## src/rtl/writeback_arbiter.sv

```systemverilog
// Writeback arbiter: merges pipeline W-stage writes and multdiv results onto
// the single regfile write port. Pipeline writes always win; multdiv results
// that cannot be written immediately wait in a 2-entry FIFO. A pipeline write
// to a register kills any older buffered multdiv result for that register,
// so a stale result can never overwrite newer data.
module writeback_arbiter (
    input  logic        clock,
    input  logic        ctrl_reset_n,
    input  logic        pipe_valid,
    input  logic [4:0]  pipe_rd,
    input  logic [31:0] pipe_data,
    input  logic        md_valid,
    input  logic [4:0]  md_rd,
    input  logic [31:0] md_data,
    output logic        md_ready,
    output logic        ctrl_writeEnable,
    output logic [4:0]  ctrl_writeReg,
    output logic [31:0] data_writeReg,
    output logic [31:0] pending_mask
);

    // FIFO storage: slot 0 is always the head, slot 1 the tail.
    logic [1:0]  ent_v_q,    ent_v_d;
    logic [4:0]  ent_rd_q   [2];
    logic [4:0]  ent_rd_d   [2];
    logic [31:0] ent_data_q [2];
    logic [31:0] ent_data_d [2];
    logic [1:0]  cnt_q,      cnt_d;

    // Registered regfile write port.
    logic        we_q,    we_d;
    logic [4:0]  wreg_q,  wreg_d;
    logic [31:0] wdata_q, wdata_d;

    logic        pipe_elig;
    logic        md_acc;
    logic        md_real;
    logic        pop;
    logic        bypass;
    logic        push;
    logic        push_v;
    logic [1:0]  ent_v_kill;
    logic [1:0]  cnt_pop;

    // Ready depends on occupancy only; a pop in the same cycle does not help.
    assign md_ready = ctrl_reset_n && (cnt_q != 2'd2);

    // Registers with a live buffered result, used by hazard logic upstream.
    always_comb begin
        pending_mask = 32'd0;
        for (int i = 0; i < 2; i++) begin
            if (ent_v_q[i]) begin
                pending_mask = pending_mask | (32'd1 << ent_rd_q[i]);
            end
        end
    end

    // Grant selection, ordering kills and next FIFO contents.
    always_comb begin
        pipe_elig = pipe_valid && (pipe_rd != 5'd0);
        md_acc    = md_valid && md_ready;
        // r0 results are accepted but simply dropped.
        md_real   = md_acc && (md_rd != 5'd0);

        // A granted pipe write supersedes older buffered results for its rd.
        for (int i = 0; i < 2; i++) begin
            ent_v_kill[i] = ent_v_q[i] && !(pipe_elig && (ent_rd_q[i] == pipe_rd));
        end
        push_v = !(pipe_elig && (md_rd == pipe_rd));

        pop    = !pipe_elig && (cnt_q != 2'd0);
        bypass = !pipe_elig && (cnt_q == 2'd0) && md_real;
        push   = md_real && !bypass;

        we_d    = 1'b0;
        wreg_d  = wreg_q;
        wdata_d = wdata_q;
        if (pipe_elig) begin
            we_d    = 1'b1;
            wreg_d  = pipe_rd;
            wdata_d = pipe_data;
        end else if (pop) begin
            // An invalidated head still consumes the slot but writes nothing.
            if (ent_v_q[0]) begin
                we_d    = 1'b1;
                wreg_d  = ent_rd_q[0];
                wdata_d = ent_data_q[0];
            end
        end else if (bypass) begin
            we_d    = 1'b1;
            wreg_d  = md_rd;
            wdata_d = md_data;
        end

        ent_v_d    = ent_v_kill;
        ent_rd_d   = ent_rd_q;
        ent_data_d = ent_data_q;
        cnt_pop    = cnt_q;
        if (pop) begin
            ent_v_d[0]    = ent_v_kill[1];
            ent_rd_d[0]   = ent_rd_q[1];
            ent_data_d[0] = ent_data_q[1];
            ent_v_d[1]    = 1'b0;
            cnt_pop       = cnt_q - 2'd1;
        end
        if (push) begin
            ent_v_d[cnt_pop[0]]    = push_v;
            ent_rd_d[cnt_pop[0]]   = md_rd;
            ent_data_d[cnt_pop[0]] = md_data;
        end
        cnt_d = cnt_pop + {1'b0, push};
    end

    // State and output registers; reset empties the FIFO without a clock.
    always_ff @(posedge clock or negedge ctrl_reset_n) begin
        if (!ctrl_reset_n) begin
            ent_v_q <= 2'b00;
            cnt_q   <= 2'd0;
            for (int i = 0; i < 2; i++) begin
                ent_rd_q[i]   <= 5'd0;
                ent_data_q[i] <= 32'd0;
            end
            we_q    <= 1'b0;
            wreg_q  <= 5'd0;
            wdata_q <= 32'd0;
        end else begin
            ent_v_q <= ent_v_d;
            cnt_q   <= cnt_d;
            for (int i = 0; i < 2; i++) begin
                ent_rd_q[i]   <= ent_rd_d[i];
                ent_data_q[i] <= ent_data_d[i];
            end
            we_q    <= we_d;
            wreg_q  <= wreg_d;
            wdata_q <= wdata_d;
        end
    end

    assign ctrl_writeEnable = we_q;
    assign ctrl_writeReg    = wreg_q;
    assign data_writeReg    = wdata_q;

endmodule

```

## config.mk

```make
export PLATFORM = sky130hd
export DESIGN_NAME = writeback_arbiter
export DESIGN_NICKNAME = d
export VERILOG_FILES = /design/src/rtl/writeback_arbiter.sv
export SDC_FILE = /design/constraint.sdc
export NUM_CORES = 1
export LEC_CHECK = 0
export ABC_AREA = 1
export CAP_MARGIN = 20
export CORE_UTILIZATION = 30
export CTS_BUF_LIST = sky130_fd_sc_hd__clkbuf_2 sky130_fd_sc_hd__clkbuf_4 sky130_fd_sc_hd__clkbuf_8
export DETAILED_ROUTE_END_ITERATION = 12
export PLACE_DENSITY = 0.61
export REMOVE_ABC_BUFFERS = 1
export SLEW_MARGIN = 25
export SYNTH_ARGS = -nofsm -noshare
export SYNTH_HDL_FRONTEND = slang
export SYNTH_SLANG_ARGS = --single-unit
```

## constraint.sdc

```tcl
create_clock -name clock -period 2.5 [get_ports clock]
set_input_delay 0.25 -clock clock [delete_from_list [all_inputs] [get_ports clock]]
set_output_delay 0.25 -clock clock [all_outputs]
set_load 0.01 [all_outputs]
```

Yosys cells after proc, flatten, opt, wreduce, memory -nomap -nowiden
Index checks and enable logic that the tools add are counted.

word-level totals
  register bits after elaboration = 116
  output and inout bits = 71
  logic and storage cells = 80

cells by class
  $add $sub $neg = 2
  magnitude comparators = 4
  equality and inequality tests = 5
  shift-type cells = 2
  multiplexer cells = 30
  bitwise operators = 2
  reductions and logical operators = 26

operators by type and width
  cell                                                                           count
  32-bit two-way mux                                                             8
  64-bit bitwise mux                                                             1
  64-bit two-way mux                                                             1
  1-bit by 5-bit left shift with 32-bit output (first input constant)            2
  32-bit demux with 1-bit select                                                 1
  32-bit bitwise OR                                                              1
  5-bit two-way mux                                                              6
  5-bit == test                                                                  3
  1-bit logical AND                                                              15
  10-bit bitwise mux                                                             1
  10-bit two-way mux                                                             1
  5-bit nonzero test                                                             2
  2-bit two-way mux                                                              3
  5-bit demux with 1-bit select                                                  1
  1-bit zero test                                                                5
  1-bit two-way mux                                                              5
  3-bit != test (second input constant)                                          1
  3-bit nonzero test                                                             1
  2-bit by 1-bit adder with 2-bit output                                         1
  2-bit bitwise mux                                                              1
  2-bit greater-or-equal comparator (second input constant)                      1
  2-bit zero test                                                                1
  1-bit by 2-bit less-than comparator with 1-bit output (second input constant)  1
  2-bit by 1-bit less-than comparator with 1-bit output (second input constant)  1
  7 further kinds                                                                7

Depth between registers and ports, before layout
  depth in word-level cells = 12
  gate-level depth with buffers = 13
  mapped depth without buffers = 10

Least setup slack after synthesis
Ideal clock, no wire load.

  path type = reg2reg
  start point = register cnt_q[0]
  end point = register with a tool-made name
  setup time = 0.136 ns
  arrival = 1.970 ns
  required time = 2.364 ns
  slack = 0.395 ns
  cell stages (with the launch flop) = 10
  period minus slack after synthesis = 2.105 ns
  path through = dfrtp_1 -> inv_1 -> ha_1 -> nor3b_1 -> nand3_2 -> inv_2 -> ha_1 -> clkbuf_1 -> clkbuf_1 -> o21ai_0

RTL lines
  what                    line  RTL
  start, declared         28    logic [1:0] cnt_q, cnt_d;
  start signal, assigned  128   cnt_q <= cnt_d;

Worst setup path after layout
  start point = register ent_rd_q[8] (netlist bit)
  end point = output port pending_mask[28]

between the ends
  word-level cells in the longest chain between the ends = 4

RTL lines
  what                                              line  RTL
  start, declared                                   24    logic [4:0] ent_rd_q [2];
  start signal, assigned by index                   130   ent_rd_q[i] <= ent_rd_d[i];
  1-bit by 5-bit left shift with 32-bit output (*)  53    pending_mask = pending_mask | (32'd1 << ent_rd_q[i]);
  32-bit two-way mux (*)                            52    if (ent_v_q[i]) begin
  32-bit bitwise OR                                 53
  32-bit two-way mux (*)                            52
  end, declared                                     19    output logic [31:0] pending_mask

Mark *: on every way between the ends. The rest lies on a longest branch, timed or not.

==> flow_metrics.tcl <==
set metrics [dict create \
    worstSkewPairLatency_ns 0.43 \
    area_growth_pct 35.88 \
    drive_gt1_frac 0.09463 \
    ys_seq_area_frac 0.4468 \
    cts_sinks 116 \
    drcViolationCount 0 \
    setup_viol 0 \
    yosysTopAreaCell "dfrtp_1" \
    critPathMaxFanout 7 \
    yosysUniqueCellTypes 26 \
    fmax_mhz 416.6 \
    viasPerCell 4.661 \
    place.detailed.hpwl_um 13000 \
    cts-buffers-inserted 17 \
    critPathLaunchType "flop" \
    critPathSlowestCell "clkdlybuf4s50_1" \
    cp_cell_sequence "clkinvlp_4, nor4_1, nand2_1, o21ai_0, clkdlybuf4s50_1" \
    io_pins 149 \
    relSlewSlack 0.4520 \
    worst-path-buf-inv 2 \
    crit_family "buffers and inverters" \
    hold_class "in2reg" \
    netlist_instances 937 \
    post-route-util 0.4173 \
    clockRootBuffer "clkbuf_8" \
    drv_cap 0 \
    synthArstFlopShare 1.000 \
    synth_area_sq_um 6497 \
    finalCritPeriodShare 0.9601 \
    fp.dieH_um 149.2 \
    yosysTopAreaCellShare 0.4468 \
    grt_max_degree 117 \
    drv_slew 0 \
    synth.avg_cell_area_sq_um 6.934 \
    final_hold_viol_count 0 \
    vdd_drop_max_mv 0.4629 \
    ys_dominant_reg_cell "dfrtp_1" \
    final_antenna_net_count 0 \
    wl_per_cell_um 14.08 \
    antenna_cells 0 \
    grt-ovfl-total 0 \
    cts_tree "yes" \
    r2r-start "cnt_q[0]" \
    power_leakage_nw 4.216 \
    routed_wl_um 19340 \
    worstSetupPathType "reg2out" \
    drt_iter0_markers 375 \
    drt_pre_antenna_iters 5 \
    clkTransAtPathRegs_ns 0.07 \
    place_congestion 0.8400 \
    core_area_sq_um 21150 \
    synth_area_leaders "dfrtp_1 (45%), nand2_1 (28%), o21ai_0 (8.2%), nand3_1 (4.2%), inv_1 (3.0%)" \
    rsz0062_at_grt "true" \
    status "complete, no violations" \
    die_w_um 149.2 \
    synth_edf_count 0 \
    crit_arrival_ns 2.15 \
    instances_no_fill 1374 \
    port_buffers 148 \
    htreeDepth 4 \
    clock_skew_ns 0.008933 \
    synth_seq_cells 116 \
    startpoint "ent_rd_q[8]" \
    antenna_found_initial 0 \
    placed_cells 1333 \
    grt_pass1_wl_um 31770 \
    start_util 0.3072 \
    cp.required_ns 2.25 \
    vias 6404 \
    slowest_delay_ns 0.55 \
    p_total_mw 9.528 \
    ys_warn_count 0 \
    fin_setup_tns_ns 0 \
    fin_nets 1167 \
    p_per_area_nw_per_um2 1079 \
    clockBufferDepth 2 \
    grt_pass1_vias 6248 \
    worst_pin_slew_ns 0.8207 \
    track_usage 0.1812 \
    hp-start "md_data[28]" \
    fin_crit_ns 2.400 \
    worst_setup_path_end_kind "primary output" \
    std_cell_rows 53 \
    die_area_sq_um 22250 \
]
placed cells by master, fill, tap and decap left out, drive strengths merged, types with 5 or more instances in the layout:
master and count:
buf 38, clkinvlp 5, inv 56, nor3 5, clkdlybuf4s50 141, xor2 7
o21ai 107, clkinv 5, nor2 24, dfrtp 116, nor4 6, nand2 490
nand3 56, dlymetal6s2s 6, clkbuf 21
stage by stage:
stage	setup slack [ns]	hold slack (ns)	instance area [sq um]
3_3_place_gp	0.3004	0.4661	8269
3_5_place_dp	0.2578	0.4618	8269
4_1_cts	0.01735	0.3796	8703
6_report	0.09977	0.4237	8828
2_1_floorplan	-0.4850	-0.04559	6151
5_1_grt	-0.03880	0.4033	8828
worst min-delay path: stages:
cell             delay [ns]
clkdlybuf4s50_1        0.45
nand2_1                0.08
nand2_1                0.04
per-layer routing:
metal,track usage,share of wire
met3,0.03547,0.052
met4,0.05102,0.013
met2,0.2914,0.45
met1,0.2461,0.48
met5,0,0
kinds of logic after synthesis:
family | synth area share
buffers and inverters | 0.08627
flip-flops | 0.4468
AND/OR/NAND/NOR | 0.3632
AO/OA/AOI/OAI | 0.08319
adder cells (fa/ha/maj) | 0.005778
XOR/XNOR | 0.01483
worst paths after layout:
kind	endpoint	slack, ns	cells after the start
setup / recovery	pending_mask[28]	0.1	5
hold / removal	ent_data_q[60]	0.42	3
setup reg to reg	data_writeReg[15]	0.34	9
hold reg to reg	data_writeReg[17]	0.48	2
max in group asynchronous	ent_rd_q[8]	1.51	3
min in group asynchronous	data_writeReg[20]	0.50	3
synth_stat cells, types with 2 or more instances:
library cell    n
nand3_2         2
nor2_4          2
buf_1           4
nand2_4         3
dfrtp_1       116
nand4_1         4
nor3_1          5
buf_4          11
xnor2_1         4
ha_1            3
clkbuf_1       20
o21ai_0       107
nor2_1         22
buf_6          11
nor4_1          6
xor2_1          7
buf_2           9
nand3_1        54
inv_1          52
nand2_1       484
nand2_2         3
inv_2           4
final cells by class:
type                    instances  area, sq um
flip-flops and latches        116         2908
clock buffers                  21        282.8
multi-input cells             708         3093
clock inverters                11        126.4
inverters                      57        217.7
repair buffers                186         1857
fillers                      2187        12330
well taps                     275        344.1
power breakdown:
group | internal [mW] | switching, mW | total (mW)
sequential | 2.82 | 0.546 | 3.36
combinational | 1.82 | 2.57 | 4.39
clock | 0.978 | 0.801 | 1.78
total | 5.61 | 3.91 | 9.53
what timing repair did:
item,4_1_cts,5_1_grt
hold buffers,1,0
endpoints found under the setup margin,10,23
setup buffers,0,8
resized for setup,5,21
endpoints found under the hold margin,101,0
pin swaps,0,0
(Power assumes the default switching activity.)
